`src/rtl/uart_tx_comp.sv`:
```
`default_nettype none
// ============================================================================
// Module   : uart_tx_comp
// Purpose  : Buffered UART transmitter with a 16-deep write FIFO, baud tick
//            generator and registered serial output.
// Revision : 1.0
// ============================================================================
module uart_tx_comp #(
    parameter int DBIT    = 8,
    parameter int SB_TICK = 16,
    parameter int DVSR    = 5,
    parameter int ADDR_W  = 4
) (
    input  logic            clk,
    input  logic            reset,
    input  logic            wr_uart,
    input  logic [DBIT-1:0] w_data,
    output logic            tx,
    output logic            s_tick,
    output logic            tx_full,
    output logic            tx_empty,
    output logic            tx_busy
);

    localparam int c_baud_w = (DVSR > 1)    ? $clog2(DVSR)    : 1;
    localparam int c_tick_w = (SB_TICK > 1) ? $clog2(SB_TICK) : 1;
    localparam int c_bit_w  = (DBIT > 1)    ? $clog2(DBIT)    : 1;
    localparam int c_depth  = 2 ** ADDR_W;

    typedef enum logic [1:0] {
        S_IDLE  = 2'd0,
        S_START = 2'd1,
        S_DATA  = 2'd2,
        S_STOP  = 2'd3
    } state_t;

    state_t              r_state, w_state_next;
    logic [c_baud_w-1:0] r_baud;
    logic [c_tick_w-1:0] r_tick, w_tick_next;
    logic [c_bit_w-1:0]  r_bit, w_bit_next;
    logic [DBIT-1:0]     r_shift, w_shift_next;
    logic                r_tx, w_tx_next;
    logic                w_baud_clr;
    logic                w_s_tick;
    logic                w_pop;
    logic                w_push;
    logic                w_tick_last;

    logic [DBIT-1:0]     r_mem [c_depth];
    logic [ADDR_W-1:0]   r_wptr, r_rptr;
    logic [ADDR_W-1:0]   w_wptr_inc, w_rptr_inc;
    logic                r_full, r_empty;

    // ------------------------------------------------------------------
    // Baud tick generator
    // ------------------------------------------------------------------
    assign w_s_tick = (r_baud == c_baud_w'(DVSR - 1));

    always_ff @(posedge clk) begin
        if (reset) begin
            r_baud <= '0;
        end else if (w_baud_clr || w_s_tick) begin
            r_baud <= '0;
        end else begin
            r_baud <= r_baud + c_baud_w'(1);
        end
    end

    // ------------------------------------------------------------------
    // Transmit FIFO; a push is accepted while full only if the FSM pops
    // in the same cycle, which keeps the occupancy unchanged.
    // ------------------------------------------------------------------
    assign w_push     = wr_uart && (!r_full || w_pop);
    assign w_wptr_inc = r_wptr + ADDR_W'(1);
    assign w_rptr_inc = r_rptr + ADDR_W'(1);

    always_ff @(posedge clk) begin
        if (!reset && w_push) begin
            r_mem[r_wptr] <= w_data;
        end
    end

    always_ff @(posedge clk) begin
        if (reset) begin
            r_wptr  <= '0;
            r_rptr  <= '0;
            r_full  <= 1'b0;
            r_empty <= 1'b1;
        end else begin
            if (w_push) begin
                r_wptr <= w_wptr_inc;
            end
            if (w_pop) begin
                r_rptr <= w_rptr_inc;
            end
            case ({w_push, w_pop})
                2'b10: begin
                    r_empty <= 1'b0;
                    r_full  <= (w_wptr_inc == r_rptr);
                end
                2'b01: begin
                    r_full  <= 1'b0;
                    r_empty <= (w_rptr_inc == r_wptr);
                end
                default: begin
                    r_full  <= r_full;
                    r_empty <= r_empty;
                end
            endcase
        end
    end

    // ------------------------------------------------------------------
    // Frame FSM
    // ------------------------------------------------------------------
    assign w_tick_last = (r_tick == c_tick_w'(SB_TICK - 1));

    always_ff @(posedge clk) begin
        if (reset) begin
            r_state <= S_IDLE;
            r_tick  <= '0;
            r_bit   <= '0;
            r_shift <= '0;
            r_tx    <= 1'b1;
        end else begin
            r_state <= w_state_next;
            r_tick  <= w_tick_next;
            r_bit   <= w_bit_next;
            r_shift <= w_shift_next;
            r_tx    <= w_tx_next;
        end
    end

    always_comb begin
        w_state_next = r_state;
        w_tick_next  = r_tick;
        w_bit_next   = r_bit;
        w_shift_next = r_shift;
        w_pop        = 1'b0;
        w_baud_clr   = 1'b0;
        case (r_state)
            S_IDLE: begin
                if (!r_empty) begin
                    w_pop        = 1'b1;
                    w_baud_clr   = 1'b1;
                    w_shift_next = r_mem[r_rptr];
                    w_tick_next  = '0;
                    w_state_next = S_START;
                end
            end
            S_START: begin
                if (w_s_tick) begin
                    if (w_tick_last) begin
                        w_tick_next  = '0;
                        w_bit_next   = '0;
                        w_state_next = S_DATA;
                    end else begin
                        w_tick_next = r_tick + c_tick_w'(1);
                    end
                end
            end
            S_DATA: begin
                if (w_s_tick) begin
                    if (w_tick_last) begin
                        w_tick_next  = '0;
                        w_shift_next = r_shift >> 1;
                        if (r_bit == c_bit_w'(DBIT - 1)) begin
                            w_state_next = S_STOP;
                        end else begin
                            w_bit_next = r_bit + c_bit_w'(1);
                        end
                    end else begin
                        w_tick_next = r_tick + c_tick_w'(1);
                    end
                end
            end
            S_STOP: begin
                if (w_s_tick) begin
                    if (w_tick_last) begin
                        w_tick_next  = '0;
                        w_state_next = S_IDLE;
                    end else begin
                        w_tick_next = r_tick + c_tick_w'(1);
                    end
                end
            end
            default: begin
                w_state_next = S_IDLE;
            end
        endcase
    end

    // Line level is derived from the next state so tx changes on the same
    // edge as the state register and never glitches.
    always_comb begin
        w_tx_next = 1'b1;
        case (w_state_next)
            S_START: w_tx_next = 1'b0;
            S_DATA:  w_tx_next = w_shift_next[0];
            default: w_tx_next = 1'b1;
        endcase
    end

    assign tx       = r_tx;
    assign s_tick   = w_s_tick;
    assign tx_full  = r_full;
    assign tx_empty = r_empty;
    assign tx_busy  = (r_state != S_IDLE);

endmodule
`default_nettype wire

```
`config.mk`:
```
export PLATFORM = sky130hd
export DESIGN_NAME = uart_tx_comp
export DESIGN_NICKNAME = d
export VERILOG_FILES = /design/src/rtl/uart_tx_comp.sv
export SDC_FILE = /design/constraint.sdc
export NUM_CORES = 1
export LEC_CHECK = 0
export BUFFER_PORTS_ARGS = -buffer_cell sky130_fd_sc_hd__buf_2
export CAP_MARGIN = 30
export CORE_ASPECT_RATIO = 0.75
export CORE_MARGIN = 8
export CORE_UTILIZATION = 30
export CTS_CLUSTER_DIAMETER = 100
export CTS_CLUSTER_SIZE = 28
export DETAILED_ROUTE_END_ITERATION = 8
export SYNTH_ARGS = -nofsm -noshare
export SYNTH_HDL_FRONTEND = slang
export SYNTH_SLANG_ARGS = --single-unit
```
`constraint.sdc`:
```
create_clock -name clk -period 6.9 [get_ports clk]
set_input_delay 0 -clock clk [delete_from_list [all_inputs] [get_ports clk]]
set_output_delay 0 -clock clk [all_outputs]
set_load 0.005 [all_outputs]
```
==> Yosys cells after proc, flatten, opt, wreduce, memory -nomap -nowiden <==
Memory sizes are Yosys's and may differ from the RTL's. A register that Yosys moved wholly into a read port is not among the register bits.
Index checks and enable logic that the tools add are counted.
{ "word_totals": {"out_inout_bits": 5, "memories": 1, "ram_bits": 128, "ff_bits": 31, "wordCells": 84, "in_bits": 11} }
{ "classes": {"n_addsub": 5, "muxes": 32, "n_eq_ne": 19, "n_reduce_logical": 16} }
{ "memory_table": {"columns": ["memory", "words", "width", "read_ports", "rd_clocked_by_memory_dff", "wr", "line_no", "source"], "rows": [
  ["r_mem", 16, 8, 1, 1, 1, "49", "logic [DBIT-1:0] r_mem [c_depth];"]
]} }
{ "ops": {"columns": ["cell", "count"], "rows": [
  ["$mux W8", 3],
  ["$mux W4", 5],
  ["$mux W2", 8],
  ["$pmux W8 S2", 1],
  ["$mux W3", 5],
  ["$add A4 B1 Y4 const B", 3],
  ["$ne A2 B2 Y1 const B", 6],
  ["$eq A2 B2 Y1 const B", 4],
  ["$eq A4 B4 Y1", 2],
  ["$pmux W2 S4", 1],
  ["$pmux W4 S2", 1],
  ["$reduce_bool A2 Y1", 4],
  ["$add A3 B1 Y3 const B", 2],
  ["$eq A2 B1 Y1 const B", 3],
  ["$eq A3 B3 Y1 const B", 2],
  ["$pmux W1 S2", 3],
  ["$pmux W3 S2", 1],
  ["$reduce_and A6 Y1", 1],
  ["$eq A4 B4 Y1 const B", 1],
  ["$mux W1", 4],
  ["$reduce_and A4 Y1", 1],
  ["$reduce_or A3 Y1", 1],
  ["$logic_and A1 B1 Y1", 2],
  ["$logic_not A1 Y1", 2],
  ["5 further kinds", 6]
]} }

==> Longest topological paths before layout <==
Gate-level depths: netlist of run 1.
{ "depth": {"depth_word": 7, "depth_mapped": 9} }

==> Worst setup path after synthesis of run 1 <==
Ideal clock, no wire load.
{ "synth_path": {"path_kind": "flip-flop to flip-flop", "from": "reg r_state[0]", "to": "mem r_mem[0][0] (enable)", "path_slack_ps": 4672, "path_stages_with_launch": 6, "path_buffers": 1, "period_less_slack_ps": 2228, "t_required_ps": 6517, "setup_ps": 383, "arrival_ps": 1844, "cell_sequence": "dfxtp_1 > clkbuf_1 > o31ai_1 > and3_1 > nand2_1 > nor3_1"} }
{ "synth_via": {"elab_chain_len": 7} }
{ "synth_lines": {"columns": ["item", "line_no", "source"], "rows": [
  ["start: declaration", "37", "state_t r_state, w_state_next;"],
  ["start signal: assignment", "126", "r_state <= w_state_next;"],
  ["$logic_not A2 Y1", "141", "case (r_state)"],
  ["$mux W1", "141", null],
  ["$logic_or A1 B1 Y1", "73", "assign w_push = wr_uart && (!r_full || w_pop);"],
  ["$logic_and A1 B1 Y1", "73", null],
  ["$logic_and A1 B1 Y1", "78", "if (!reset && w_push) begin"],
  ["$mux W1", "78", null],
  ["$mux W1 (implied by the code)", "79", "r_mem[r_wptr] <= w_data;"],
  ["end: declaration", "49", null]
]} }
Every way passes these cells.

==> Worst setup path after layout of run 1 <==
{ "layout_path": {"from": "reg r_state[1]", "to": "mem r_mem[5][3] (enable)"} }
The elaborated chain is that of the path after synthesis.

==> results of run 1 <==
[worst paths after layout]
kind              start           to  slack [ns]
min           w_data[1]  r_mem[7][1]        0.02
max reg2reg  r_state[1]  r_mem[5][3]        4.16
min reg2reg   r_baud[0]    r_baud[0]        0.48
max          r_state[1]  r_mem[5][3]        4.16
[final cells by class]
class / count / area, µm² / area share
repair buffers: 29 / 205 / 0.0263
clock inverters: 13 / 161 / 0.0207
inverters: 11 / 41.3 / 0.00529
diodes: 1 / 2.50 / 0.000321
clock buffers: 18 / 429 / 0.0550
multi-input cells: 236 / 2050 / 0.262
flip-flops and latches: 163 / 4550 / 0.583
well taps: 294 / 368 / 0.0472
[registers in the layout, indices dropped and copies added, names as in the netlist, named ones only]
| signal | flops |
|---|---|
| r_wptr | 4 |
| r_bit | 3 |
| tx | 1 |
| r_mem | 128 |
| r_baud | 3 |
| r_tick | 4 |
| tx_full | 1 |
| r_state | 2 |
| r_shift | 8 |
| tx_empty | 1 |
| r_rptr | 4 |
[per-layer routing]
layer	vias up	track usage	wire length, µm
li1	1750	-	-
met1	1975	0.151	7250
met2	97	0.158	6480
met3	13	0.0226	550
met4	0	0.0410	181
met5	-	0	0
[cell usage in the layout (no fill, tap or decap), types with 14 or more instances in the layout]
| cell | instances |
|---|---|
| sky130_fd_sc_hd__o21ai_0 | 14 |
| sky130_fd_sc_hd__clkbuf_16 | 17 |
| sky130_fd_sc_hd__dfxtp_1 | 34 |
| sky130_fd_sc_hd__mux4_1 | 15 |
| sky130_fd_sc_hd__nand2_1 | 23 |
| sky130_fd_sc_hd__nor2_1 | 36 |
| sky130_fd_sc_hd__buf_2 | 18 |
| sky130_fd_sc_hd__edfxtp_1 | 128 |
| sky130_fd_sc_hd__mux4_2 | 14 |
[through the flow]
| step | std cells | utilization |
|---|---|---|
| 2_1_floorplan | 430 | - |
| 3_3_place_gp | 720 | 0.320 |
| 3_5_place_dp | 724 | 0.322 |
| 4_1_cts | 763 | 0.352 |
| 5_1_grt | 765 | 0.353 |
| 6_report | 765 | 0.353 |
[logic make-up after synthesis]
| kind of cell | Yosys count | share of synthesized area |
|---|---|---|
| DFF | 163 | 0.672 |
| and+or+nand+nor | 103 | 0.0708 |
| AOI/OAI and AO/OA | 65 | 0.0677 |
| muxes | 41 | 0.123 |
| buffers and inverters | 31 | 0.0259 |
| xor gates and xnor gates | 16 | 0.0207 |
| adders and majority gates | 11 | 0.0203 |
[report_power, final]
group,switching (mW),total (mW),internal (mW)
sequential,0.0278,1.11,1.09
combinational,0.116,0.201,0.0853
clock,0.381,0.947,0.567
==> results_tabular.tex, run 1 <==
\begin{tabular}{lr}
\hline
Metric & Value \\
\hline
\multicolumn{2}{l}{\textbf{Job}} \\
\quad Number of violations of the max-capacitance limit & 0 \\
\multicolumn{2}{l}{\textbf{Die}} \\
\quad Die width & 189 µm \\
\quad Die outline height & 146 µm \\
\quad Number of ports placed on the die boundary & 16 \\
\quad Die outline area & 27,700 µm² \\
\quad Site row count & 47 \\
\quad Floorplan core area & 22,100 µm² \\
\quad Initial standard-cell utilization of the core & 0.306 \\
\multicolumn{2}{l}{\textbf{STA}} \\
\quad Post-route minimum period & $\sim$2.7 ns \\
\quad RSZ-0062 raised after global routing & no \\
\quad Worst clock skew & 0.0124 ns \\
\quad Worst slew slack as a fraction of its limit & 0.367 \\
\quad Hold Slack & 0.0229 ns \\
\quad Number of max-slew violations in the final report & 0 \\
\quad Sum of negative setup slack & 0 ns \\
\quad Maximum clock rate & 365 MHz \\
\quad Actual slew at the worst max-slew pin & 0.946 ns \\
\quad Final count of hold timing violations & 0 \\
\quad Setup slack after layout & 4.16 ns \\
\quad Setup violations, final & 0 \\
\quad Crit share post-route & 0.397 \\
\multicolumn{2}{l}{\textbf{Clocking}} \\
\quad Max Root-Sink Buffers & 2 \\
\quad Cell at the root of the clock tree & sky130\_fd\_sc\_hd\_\_clkbuf\_16 \\
\quad Total clock buffers created by CTS & 17 \\
\quad Post-CTS Setup Repair Bufs & 0 \\
\quad Clock slew at the register clock pins of the worst setup and hold paths & 0.06 ns \\
\quad Clock insertion delay at the later pin of the skew report & 0.43 ns \\
\quad Number of instances resized during post-cts repair & 0 \\
\quad TritonCTS clock tree & built \\
\quad Maximum level of the CTS H-tree & 4 \\
\quad Number of hold buffers added after CTS & 8 \\
\quad Clock sink total & 163 \\
\multicolumn{2}{l}{\textbf{Final layout}} \\
\quad Share of layout cells above drive strength 1 & 0.151 \\
\quad Number of nets in the final layout & 480 \\
\quad Synthesis-to-layout area growth & 15.3\% \\
\quad Number of filler instances in the final layout & between 2,000 and 2,500 \\
\quad Final Cell Area & 7800 µm² \\
\multicolumn{2}{l}{\textbf{Placement}} \\
\quad Number of port buffers & 15 \\
\quad Post-place instance area & roughly 7100 µm² \\
\quad Pre-CTS setup slack & slightly above 4 ns \\
\quad Total half-perimeter wirelength after legalization and detailed placement & 9540 µm \\
\quad RD Place Congestion & approximately 0.80 \\
\multicolumn{2}{l}{\textbf{Pwr}} \\
\quad Total Power Consumption & 2.26 mW \\
\quad Power density of the placed cells & 290 nW/µm² \\
\quad Leakage & $\sim$2.5 nW \\
\quad Maximum ir drop on the vdd rail & 0.169 mV \\
\multicolumn{2}{l}{\textbf{Synth}} \\
\quad Count leader, synth & sky130\_fd\_sc\_hd\_\_edfxtp\_1 \\
\quad Average cell area after synthesis & around 16 µm² \\
\quad Fraction of synthesis flops using an asynchronous set or reset pin & 0 \\
\quad Post-synthesis instance area & slightly below 7000 µm² \\
\quad Synth cell count leaders & sky130\_fd\_sc\_hd\_\_edfxtp\_1, sky130\_fd\_sc\_hd\_\_nor2\_1, sky130\_fd\_sc\_hd\_\_dfxtp\_1, sky130\_fd\_sc\_hd\_\_nand2\_1, sky130\_fd\_sc\_hd\_\_mux4\_1 \\
\quad Sequential fraction of the synthesis area & 0.672 \\
\quad Post-Synthesis Cells & 430 \\
\quad Share of the synthesized area in the top cell type & 0.568 \\
\quad Cell types with the largest area share after synthesis & sky130\_fd\_sc\_hd\_\_edfxtp\_1, sky130\_fd\_sc\_hd\_\_dfxtp\_1, sky130\_fd\_sc\_hd\_\_mux4\_1, sky130\_fd\_sc\_hd\_\_mux4\_2, sky130\_fd\_sc\_hd\_\_ha\_1 \\
\quad Total nets after synthesis & between 400 and 500 \\
\quad Most area-hungry cell type in the Yosys netlist & sky130\_fd\_sc\_hd\_\_edfxtp\_1 \\
\quad EDFF count, synth & 128 \\
\quad Most common flop cell mapped by yosys & sky130\_fd\_sc\_hd\_\_edfxtp\_1 \\
\quad Number of different library cells in the post-synthesis netlist & 51 \\
\quad Number of warnings printed during yosys synthesis & 0 \\
\quad Number of register bits inferred by synthesis & 163 \\
\multicolumn{2}{l}{\textbf{Detailed routing}} \\
\quad First-pass iteration count of the detailed router & 5 \\
\quad Wire per inst & 18.9 µm \\
\quad Detail-routed via count per cell & 5.01 \\
\quad Count of vias placed by the detailed router & about 3,800 \\
\quad Final wirelength & approximately 14,000 µm \\
\quad DRC & 0 \\
\quad Violation count after the first detailed-routing iteration & 331 \\
\quad Count of nets left with antenna violations after detail routing & 0 \\
\multicolumn{2}{l}{\textbf{Critical path}} \\
\quad CP Capture Type & flip-flop \\
\quad Series of cell instances along the critical path & o31ai\_1, and3\_1, nand2\_1, nor2\_1 \\
\quad Stages on worst setup path & 4 \\
\quad CP Class & flip-flop to flip-flop \\
\quad Maximum fanout along the worst path & 23 \\
\quad R2r worst-path depth & 4 \\
\quad Arrival @ worst endpoint & 2.78 ns \\
\quad Required arrival time at the worst endpoint & 6.95 ns \\
\quad CP bufs+invs & 0 \\
\quad Maximum single-stage delay on the critical path & 0.74 ns \\
\quad Launching element type of the critical path & flip-flop \\
\quad CP max stage cell & sky130\_fd\_sc\_hd\_\_nor2\_1 \\
\quad Cell family with the largest share of critical-path delay & simple AND/OR/NAND/NOR gates \\
\multicolumn{2}{l}{\textbf{GRT}} \\
\quad Wire length of the first global-routing pass & 22,300 µm \\
\quad Total routing resource utilization after global routing & 0.107 \\
\quad Number of global-route vias before repair & 3,829 \\
\quad GRT overflow & 0 \\
\quad Antenna violations before repair & 1 \\
\quad Largest net degree at the start of global routing & 31 \\
\multicolumn{2}{l}{\textbf{Hold path}} \\
\quad Class of the tightest hold or removal check & input port to flip-flop \\
\quad Number of cells on the worst hold path & 1 \\
\multicolumn{2}{l}{\textbf{Status}} \\
\quad Status & finished clean \\
\hline
\end{tabular}
Power figures use the tool's default switching activity.
==> run 2, diff against run 1 <==
--- a/config.mk
+++ b/config.mk
@@ -5,6 +5,7 @@
 export SDC_FILE = /design/constraint.sdc
 export NUM_CORES = 1
 export LEC_CHECK = 0
+export ABC_AREA = 1
 export BUFFER_PORTS_ARGS = -buffer_cell sky130_fd_sc_hd__buf_2
 export CAP_MARGIN = 30
 export CORE_ASPECT_RATIO = 0.75
==> constraint.sdc (replaced) <==
create_clock -name clk -period 2.9 [get_ports clk]
set_input_delay 0 -clock clk [delete_from_list [all_inputs] [get_ports clk]]
set_output_delay 0 -clock clk [all_outputs]
set_load 0.005 [all_outputs]
==> results_tabular.tex, run 2 <==
\begin{tabular}{lr}
\hline
Metric & Value \\
\hline
\multicolumn{2}{l}{\textbf{Status}} \\
\quad Status & finished clean \\
\multicolumn{2}{l}{\textbf{Final layout}} \\
\quad Number of filler instances in the final layout & 2,206 (+4.3\%) \\
\quad Most frequent standard cell in the layout excluding fill and tap cells & sky130\_fd\_sc\_hd\_\_edfxtp\_1 \\
\quad Number of standard cells in the final layout excluding fillers & 954 (+25\%) \\
\quad Register with the most flip-flops & r\_mem \\
\quad Share of layout cells above drive strength 1 & 0.141 (-0.0104) \\
\quad Number of nets in the final layout & 663 (+38\%) \\
\quad Synthesis-to-layout area growth & 15.9\% \\
\quad Antenna cell count & 0 (-1) \\
\quad Biggest registers after layout & r\_mem: 128 flops, r\_shift: 8 flops \\
\quad Commonest cells after routing, fill and taps aside & sky130\_fd\_sc\_hd\_\_edfxtp\_1, sky130\_fd\_sc\_hd\_\_nor2\_1, sky130\_fd\_sc\_hd\_\_nand2\_1 \\
\quad Flip-flop count of the largest register, all copies and words added & 128 (unchanged) \\
\quad Sequential cell area & 4550 µm² (unchanged) \\
\quad Footprint of the multi-input gates & 1950 µm² (-4.6\%) \\
\multicolumn{2}{l}{\textbf{GRT}} \\
\quad Antenna violations before repair & 0 (-1) \\
\quad Total routing resource utilization after global routing & 0.114 (+0.00722) \\
\quad Wire length of the first global-routing pass & 24,800 µm (+11\%) \\
\quad GRT overflow & 0 (unchanged) \\
\quad Largest net degree at the start of global routing & 65 (+110\%) \\
\quad Number of global-route vias before repair & 4,468 (+17\%) \\
\multicolumn{2}{l}{\textbf{Clocking}} \\
\quad Clock slew at the register clock pins of the worst setup and hold paths & 0.07 ns (about the same) \\
\quad Clock sink total & 163 (unchanged) \\
\quad Max Root-Sink Buffers & 2 (unchanged) \\
\quad TritonCTS clock tree & built \\
\quad Maximum level of the CTS H-tree & 4 (unchanged) \\
\quad Cell at the root of the clock tree & sky130\_fd\_sc\_hd\_\_clkbuf\_16 \\
\quad Total clock buffers created by CTS & 17 (unchanged) \\
\quad Clock insertion delay at the later pin of the skew report & 0.43 ns (about the same) \\
\quad Post-CTS Setup Repair Bufs & 0 (unchanged) \\
\multicolumn{2}{l}{\textbf{Synth}} \\
\quad Number of register bits inferred by synthesis & 163 (unchanged) \\
\quad Cell types with the largest area share after synthesis & sky130\_fd\_sc\_hd\_\_edfxtp\_1, sky130\_fd\_sc\_hd\_\_dfxtp\_1, sky130\_fd\_sc\_hd\_\_nor2\_1, sky130\_fd\_sc\_hd\_\_o21ai\_0, sky130\_fd\_sc\_hd\_\_nand2\_1 \\
\quad Xor and xnor fraction of the mapped netlist area & 0.0115 (-0.00922) \\
\quad Dominant combinational cell family by area after synthesis & simple AND/OR/NAND/NOR gates \\
\quad Post-Synthesis Cells & 605 (+41\%) \\
\quad Number of warnings printed during yosys synthesis & 0 (unchanged) \\
\quad Post-synthesis instance area & 6860 µm² (+1.4\%) \\
\quad Count leader, synth & sky130\_fd\_sc\_hd\_\_edfxtp\_1 \\
\quad Most area-hungry cell type in the Yosys netlist & sky130\_fd\_sc\_hd\_\_edfxtp\_1 \\
\quad Share of synthesized area spent on multiplexers & 0.00292 (-0.120) \\
\quad Most common flop cell mapped by yosys & sky130\_fd\_sc\_hd\_\_edfxtp\_1 \\
\quad Average cell area after synthesis & 11.3 µm² (-28\%) \\
\quad Simple-gate portion of the synthesized area & 0.126 (+0.0550) \\
\quad Synthesized-area fraction occupied by adder cells & 0.0201 (-0.000286) \\
\quad Share of the synthesized area in the top cell type & 0.560 (-0.00797) \\
\quad Number of different library cells in the post-synthesis netlist & 43 (-16\%) \\
\quad Fraction of synthesis flops using an asynchronous set or reset pin & 0 (unchanged) \\
\quad EDFF count, synth & 128 (unchanged) \\
\quad Total nets after synthesis & 627 (+39\%) \\
\quad Sequential fraction of the synthesis area & 0.662 (-0.00943) \\
\quad Complex-gate fraction of the synthesized area & 0.124 (+0.0565) \\
\quad Synth cell count leaders & sky130\_fd\_sc\_hd\_\_edfxtp\_1, sky130\_fd\_sc\_hd\_\_nor2\_1, sky130\_fd\_sc\_hd\_\_nand2\_1, sky130\_fd\_sc\_hd\_\_o21ai\_0, sky130\_fd\_sc\_hd\_\_inv\_1 \\
\multicolumn{2}{l}{\textbf{Detailed routing}} \\
\quad DRC & 0 (unchanged) \\
\quad Met1 Wirelength & 7750 µm (+6.9\%) \\
\quad Final wirelength & 15,500 µm (+7.2\%) \\
\quad Detail-routed via count per cell & 4.80 (-4.3\%) \\
\quad Met3 wire len & 857 µm (+56\%) \\
\quad Top Layer Used & met4 \\
\quad Count of vias placed by the detailed router & 4,579 (+19\%) \\
\quad Met2 WL & 6740 µm (+4.1\%) \\
\quad Wire per inst & 16.2 µm (-14\%) \\
\quad Count of nets left with antenna violations after detail routing & 0 (unchanged) \\
\quad Violation count after the first detailed-routing iteration & 535 (+62\%) \\
\quad First-pass iteration count of the detailed router & 5 (unchanged) \\
\multicolumn{2}{l}{\textbf{Pwr}} \\
\quad Total Power Consumption & 5.96 mW (+160\%) \\
\quad Power density of the placed cells & 749 nW/µm² (+160\%) \\
\quad Leakage & 2.78 nW (+9.5\%) \\
\quad Maximum ir drop on the vdd rail & 0.394 mV (+130\%) \\
\multicolumn{2}{l}{\textbf{Critical path}} \\
\quad R2r worst-path depth & 10 (+6) \\
\quad Reg-to-Reg End & r\_mem[10][1] \\
\quad CP Class & flip-flop to flip-flop \\
\quad Reg2Reg Setup Slack & 0.73 ns (-3.43 ns) \\
\quad CP Capture Type & flip-flop \\
\quad Launch point of the worst reg-to-reg path & r\_state[0] \\
\quad Launching element type of the critical path & flip-flop \\
\quad Arrival @ worst endpoint & 2.31 ns (-0.47 ns) \\
\quad Required arrival time at the worst endpoint & 3.04 ns (-3.91 ns) \\
\quad Maximum fanout along the worst path & 10 (-57\%) \\
\multicolumn{2}{l}{\textbf{STA}} \\
\quad Actual slew at the worst max-slew pin & 0.697 ns (-0.249 ns) \\
\quad Crit share post-route & 0.747 (+0.350) \\
\quad Final count of hold timing violations & 0 (unchanged) \\
\quad Maximum clock rate & 462 MHz (+26\%) \\
\quad Setup slack after layout & 0.734 ns (-3.43 ns) \\
\quad Setup violations, final & 0 (unchanged) \\
\quad Worst clock skew & 0.00687 ns (-0.00556 ns) \\
\quad Sum of negative setup slack & 0 ns (unchanged) \\
\quad RSZ-0062 raised after global routing & no \\
\quad Number of max-slew violations in the final report & 0 (unchanged) \\
\quad Worst slew slack as a fraction of its limit & 0.533 (+0.167) \\
\quad Post-route minimum period & 2.17 ns (-0.572 ns) \\
\multicolumn{2}{l}{\textbf{Hold path}} \\
\quad Worst Min Path Start & w\_data[1] \\
\quad Class of the tightest hold or removal check & input port to flip-flop \\
\quad Number of cells on the worst hold path & 1 (unchanged) \\
\quad Terminating pin of the worst hold path & r\_mem[9][1] \\
\multicolumn{2}{l}{\textbf{Placement}} \\
\quad Number of placed instances with taps included & 913 (+26\%) \\
\quad Number of port buffers & 15 (unchanged) \\
\quad Pre-CTS setup slack & 0.764 ns (-3.31 ns) \\
\quad RD Place Congestion & 0.825 (+2.5\%) \\
\quad Total half-perimeter wirelength after legalization and detailed placement & 9690 µm (+1.6\%) \\
\multicolumn{2}{l}{\textbf{Die}} \\
\quad Site row count & 48 (+2.1\%) \\
\quad Floorplan core area & 22,800 µm² (+2.9\%) \\
\quad Initial standard-cell utilization of the core & 0.302 (-0.00451) \\
\quad Die width & 191 µm (+0.65\%) \\
\quad Number of ports placed on the die boundary & 16 (unchanged) \\
\quad Die outline area & 28,000 µm² (+1.3\%) \\
\quad Die outline height & 147 µm (+0.63\%) \\
\multicolumn{2}{l}{\textbf{Job}} \\
\quad Number of violations of the max-capacitance limit & 0 (unchanged) \\
\hline
\end{tabular}
## run 2: timing repair
item                       CTS  global route
resized for setup            0             0
setup endpoints to repair    0             0
hold buffers                 9             0
hold endpoints to repair   128             0
## run 2: worst max-delay path by stage
stage | endpoint | start | cells past startpoint | slack (ns)
2_1_floorplan | r_mem[0][0] | r_state[1] | 9 | 1.08
3_3_place_gp | r_mem[10][1] | r_state[1] | 10 | 0.82
3_5_place_dp | r_mem[10][1] | r_state[1] | 10 | 0.76
4_1_cts | r_mem[10][2] | r_state[0] | 10 | 0.74
5_1_grt | r_mem[10][6] | r_state[0] | 10 | 0.59
6_report | r_mem[10][1] | r_state[0] | 10 | 0.73
## run 2: logic make-up after synthesis
family,Yosys count
AND/OR/NAND/NOR,208
flip-flops,163
AO/OA/AOI/OAI,141
buffers and inverters,71
adder cells (fa/ha/maj),11
XOR/XNOR,9
multiplexers,2
## run 2: report_power, final
part,internal [mW],switching (mW),total [mW]
clock,1.27,0.957,2.23
combinational,0.330,0.666,0.996
sequential,2.63,0.0998,2.73
total,4.24,1.72,5.96
## run 2: final cells by class
class	count	area share
clock inverter	15	0.0197
tap	300	0.0472
timing repair buffer	44	0.0412
sequential	163	0.571
clock buffer	17	0.0535
multi-input combinational	371	0.245
inverter	44	0.0217
## run 2: metal layers
layer  GRT usage  up-vias
met3      0.0343       11
li1            -     2211
met4      0.0302        0
met1       0.164     2235
met5           0        -
met2       0.164      122
## run 2: stage by stage
step,instance area [µm²],hold WS [ns],utilization
floorplan,6860,0.0989,-
global placement,7280,0.394,0.320
detailed placement,7280,0.400,0.320
CTS,7960,0.000257,0.349
global route,7960,0.00499,0.349
finish,7960,0.0152,0.349
## run 2: critical path, stage by stage (launching register included)
cell and delay [ns]:
sky130_fd_sc_hd__dfxtp_1 0.33, sky130_fd_sc_hd__inv_2 0.11, sky130_fd_sc_hd__nand2_4 0.09, sky130_fd_sc_hd__nor2_2 0.12, sky130_fd_sc_hd__inv_2 0.07, sky130_fd_sc_hd__nand2_1 0.07
sky130_fd_sc_hd__nand2_2 0.11, sky130_fd_sc_hd__nor2_2 0.17, sky130_fd_sc_hd__nand2_1 0.13, sky130_fd_sc_hd__nor2_1 0.44, sky130_fd_sc_hd__buf_4 0.25
